`src/rtl/pb_conditioner.sv`:
```
// Push-button conditioner: 2-FF synchronizer, per-channel counter debouncer, and press/release pulses.
// Optional auto-repeat on held buttons when PB_AUTOREPEAT_EN is defined.
// "release" is a reserved word, so that output is named release_pulse.
module pb_conditioner #(
  parameter int unsigned NBTN         = 21,
  parameter int unsigned DB_TICKS     = 3,
  parameter int unsigned CNT_W        = 4,
  parameter int unsigned REPEAT_DELAY = 50,
  parameter int unsigned REPEAT_RATE  = 10
) (
  input  logic            clk,
  input  logic            reset,
  input  logic [NBTN-1:0] pb_in,
  output logic [NBTN-1:0] level,
  output logic [NBTN-1:0] press,
  output logic [NBTN-1:0] release_pulse,
  output logic            any_held
);

  if (DB_TICKS < 1 || DB_TICKS >= 2 ** CNT_W || REPEAT_RATE == 0 ||
      REPEAT_RATE > REPEAT_DELAY) begin : g_param_check
    $error("pb_conditioner: illegal parameter combination");
  end

  localparam logic [CNT_W-1:0] CntLast = CNT_W'(DB_TICKS - 1);

  logic [NBTN-1:0]  s1, s2;
  logic [CNT_W-1:0] cnt   [NBTN];
  logic [CNT_W-1:0] cnt_d [NBTN];
  logic [NBTN-1:0]  level_d, rise, fall, press_d;

  // A channel flips only after DB_TICKS consecutive samples disagree with its level.
  always_comb begin
    level_d = level;
    rise    = '0;
    fall    = '0;
    for (int i = 0; i < int'(NBTN); i++) begin
      cnt_d[i] = '0;
      if (s2[i] != level[i]) begin
        if (cnt[i] == CntLast) begin
          level_d[i] = s2[i];
          rise[i]    = s2[i];
          fall[i]    = ~s2[i];
        end else begin
          cnt_d[i] = cnt[i] + 1'b1;
        end
      end
    end
  end

`ifdef PB_AUTOREPEAT_EN
  localparam int unsigned      RPT_W     = $clog2(REPEAT_DELAY + 1);
  localparam logic [RPT_W-1:0] RptDelay  = RPT_W'(REPEAT_DELAY);
  localparam logic [RPT_W-1:0] RptReload = RPT_W'(REPEAT_DELAY - REPEAT_RATE);

  logic [RPT_W-1:0] rpt   [NBTN];
  logic [RPT_W-1:0] rpt_d [NBTN];
  logic [NBTN-1:0]  rpt_fire;

  // rpt counts cycles since the last press pulse; firing as it reaches RptDelay
  // puts repeats exactly REPEAT_DELAY, then REPEAT_RATE, cycles apart.
  always_comb begin
    rpt_fire = '0;
    for (int i = 0; i < int'(NBTN); i++) begin
      rpt_d[i] = '0;
      if (level[i] && !fall[i]) begin
        if (rpt[i] + 1'b1 == RptDelay) begin
          rpt_fire[i] = 1'b1;
          rpt_d[i]    = RptReload;
        end else begin
          rpt_d[i] = rpt[i] + 1'b1;
        end
      end
    end
  end

  always_ff @(posedge clk or posedge reset) begin
    if (reset) begin
      for (int i = 0; i < int'(NBTN); i++) rpt[i] <= '0;
    end else begin
      for (int i = 0; i < int'(NBTN); i++) rpt[i] <= rpt_d[i];
    end
  end

  assign press_d = rise | rpt_fire;
`else
  assign press_d = rise;
`endif

  always_ff @(posedge clk or posedge reset) begin
    if (reset) begin
      s1            <= '0;
      s2            <= '0;
      level         <= '0;
      press         <= '0;
      release_pulse <= '0;
      for (int i = 0; i < int'(NBTN); i++) cnt[i] <= '0;
    end else begin
      s1            <= pb_in;
      s2            <= s1;
      level         <= level_d;
      press         <= press_d;
      release_pulse <= fall;
      for (int i = 0; i < int'(NBTN); i++) cnt[i] <= cnt_d[i];
    end
  end

  assign any_held = |level;

endmodule

```
`config.mk`:
```
export PLATFORM = sky130hd
export DESIGN_NAME = pb_conditioner
export DESIGN_NICKNAME = d
export VERILOG_FILES = /design/src/rtl/pb_conditioner.sv
export SDC_FILE = /design/constraint.sdc
export NUM_CORES = 1
export LEC_CHECK = 0
export ABC_CLOCK_PERIOD_IN_PS = 6900
export CAP_MARGIN = 5
export CORE_ASPECT_RATIO = 0.75
export CORE_UTILIZATION = 44
export DETAILED_ROUTE_END_ITERATION = 7
export HOLD_SLACK_MARGIN = 0.12
export PLACE_DENSITY = 0.68
export SETUP_SLACK_MARGIN = 0.1
export SYNTH_ARGS = -nofsm -noshare
export SYNTH_HDL_FRONTEND = slang
export SYNTH_SLANG_ARGS = --single-unit
```
`constraint.sdc`:
```
create_clock -name clk -period 6.9 [get_ports clk]
set_input_delay 1.38 -clock clk [delete_from_list [all_inputs] [get_ports clk]]
set_output_delay 1.38 -clock clk [all_outputs]
set_load 0.005 [all_outputs]
```
==> run summary <==
Root Driver -> clkbuf_16
Largest net degree at the start of global routing -> 117
Dpl cells -> 833
Final Hold Violating Endpoints -> 0
Worst Clk Skew -> 0.00866 ns
Filler instances -> 1246
Via Count -> 4105
Crit-path max FO -> 6
Post-Route WL -> 12000 µm
Flops & latches, synth -> 189
Worst r2r path cells -> 4
GRT Total Usage -> 0.159
Crit path launch -> level[17]
Req. time, crit path -> 5.52 ns
Die ar. -> 16700 µm²
Final WS setup -> 3.03 ns
RR Endpoint -> level[15]
Synth warn -> 0
Residual DRC count -> 0
P_int -> 2.29 mW
Final setup viols -> 0
RSZ-0062 raised after global routing -> no
Setup_tns -> 0 ns
Clock network fraction of design power -> 0.282
EDFF count, synth -> 0
Synth async-reset ratio -> 1.00
Clock Tree Buf Depth -> 2
P_leak -> 3.93 nW
Worst-skew pair later-pin latency -> 0.42 ns
Port bufs -> 86
CP endpoint kind -> primary output
Die width -> 149 µm
Synth-to-layout area growth -> 23.9%
Status -> finished clean
CTS Buf Count -> 17
Seq pwr share -> 0.479
Antenna diode instance count -> 0
Slew @ Worst Pin -> 0.973 ns
Netlist cell types -> 20
First-pass GRT wire length -> 20500 µm
Rows -> 39
WP depth -> 4
Synthesized area -> 7110 µm²
Gpl congestion -> 0.729
CTS Hold Bufs -> 0
Post-synth net total -> 590
GRT Max-Usage Layer -> met2
Dpl hpwl -> 8090 µm
Vias per cell -> 4.75
Delay-heaviest family, CP -> simple AND/OR/NAND/NOR gates
Max-slew violations -> 0
Combinational share of power -> 0.239
Core ar. -> 15500 µm²
Routed Antenna Nets -> 0
Worst Setup EP -> any_held
Top Ports -> 87
Proportion of layout cells with a drive suffix above 1 -> 0.102
R2r setup slk -> 5.36 ns
Kind of critical path -> reg2out
DP Worst Slack -> 3.26 ns
Mapped Cells -> 541
Most used DFF post-synth -> dfrtp_1
Power density over the cells -> 376 nW/µm²
CTS resizes -> 0
WL/cell -> 13.9 µm
Hold Crit Class -> reg2reg
Reg-to-Reg Start -> cnt[20]
Hold Slack -> 0.348 ns
Placed cell area -> 8240 µm²
Max Cap Viol -> 0
Top area cells in the synthesized netlist -> dfrtp_1 67%, xor2_1 5.2%, ha_1 4.6%, nor3b_1 4.4%, nor2_1 4.0%
Clk sinks -> 189
Vias in the first global route -> 4203
Startpoint types -> flop
Final Cell Area -> 8810 µm²
Pre-antenna DRT Iters -> 4
Slew HR -> 0.351
Clock-pin slew on the worst setup and hold paths -> 0.06 ns
Synth top area share -> 0.665
Post-CTS Setup Inserts -> 0
Crit path time final -> 3.87 ns
Final Non-Filler Cells -> 865
DRT iter0 DRCs -> 269
Slowest cell on crit path -> nor4_1
Min-delay src -> s1[8]
Switch share -> 0.307
Initial antenna violation count -> 0
Met1 usage -> 0.216
Final Cycle Share -> 0.561
Synth Area per Inst -> 13.1 µm²
Fmax achieved -> 258 MHz
GRT met3 Usage -> 0.0565
Critical-path cell list -> nor4_1 > nand4_1 > or4_1 > clkdlybuf4s50_1
Psw -> 1.02 mW
Met2 Use GR -> 0.238
Gr ovfl total -> 0
Crit path largest cell delay -> 0.51 ns
Seq/Total Area, Yosys -> 0.665
Initial Util -> 0.458
TritonCTS clock tree -> built
Worst Path Buf+Inv -> 1
Synth area leader -> dfrtp_1
Die height -> 112 µm
Peak supply drop -> 0.000167 V
CTS H-tree lvls -> 4
Worst path arrival time -> 2.49 ns
Nets -> 696
Hold Path Stages -> 0
cell type report:
class | count | area, µm² | area share
well taps | 205 | 256 | 0.0291
clock inverters | 12 | 111 | 0.0126
inverters | 14 | 57.6 | 0.00654
multi-input cells | 338 | 2330 | 0.264
flip-flops and latches | 189 | 4730 | 0.537
clock buffers | 20 | 457 | 0.0519
repair buffers | 87 | 868 | 0.0986
synth_stat cells, types with 8 or more instances:
master / number
dfrtp_1: 189
nor2_1: 76
nor3b_1: 42
xor2_1: 42
nand2_1: 29
ha_1: 26
mux2_2: 21
nand3_1: 21
xnor2_1: 21
inv_1: 14
or3b_2: 13
a211oi_1: 8
a21oi_1: 8
nand2b_1: 8
nor2b_1: 8
o21ai_0: 8
cells by family after synthesis:
logic type | count (synthesis) | synth area share
fa+ha+maj | 26 | 0.0458
flops | 189 | 0.665
xor+xnor | 63 | 0.0776
mux | 21 | 0.0333
simple gates | 204 | 0.151
buf+inv | 14 | 0.00739
compound gates | 24 | 0.0197
flip-flops by register name, summed over array words and instances (netlist names):
signal         flops
cnt               84
level             21
press             21
release_pulse     21
s1                21
s2                21
worst min path at each step:
stage                        end
after global routing       s2[8]
after CTS                  s2[5]
after floorplan            s2[0]
final                      s2[8]
after detailed placement   s2[5]
after global placement    s2[13]
metrics by stage:
stage	utilization	total power [mW]
finish	0.568	3.31
global placement	0.531	2.35
CTS	0.568	3.35
detailed placement	0.531	2.41
global route	0.568	3.53
floorplan	-	2.05
layer usage:
layer | wire length [µm] | vias up
met5 | 0 | -
met3 | 642 | 10
li1 | - | 2004
met4 | 110 | 0
met1 | 5700 | 2016
met2 | 5530 | 75
power groups by stage:
stage | clock network, mW | registers (mW) | logic, mW
floorplan | 0 | 1.56 | 0.485
global placement | 0 | 1.58 | 0.772
detailed placement | 0 | 1.61 | 0.801
CTS | 0.960 | 1.59 | 0.807
global route | 1.01 | 1.63 | 0.891
finish | 0.932 | 1.59 | 0.792
layout by cell type, fill, tap and decap left out, drive strengths merged:
cell             n
dfrtp          189
clkdlybuf4s50   86
nor2            76
xor2            42
nor3b           42
nand2           29
ha              26
mux2            21
xnor2           21
nand3           21
clkbuf          20
inv             17
or3b            13
nor2b            8
o21ai            8
nand2b           8
a21oi            8
a211oi           8
clkinv           5
nor4             3
clkinvlp         3
or4              2
nor3             1
nand4            1
bufinv           1
buf              1
(Power assumes the default switching activity.)
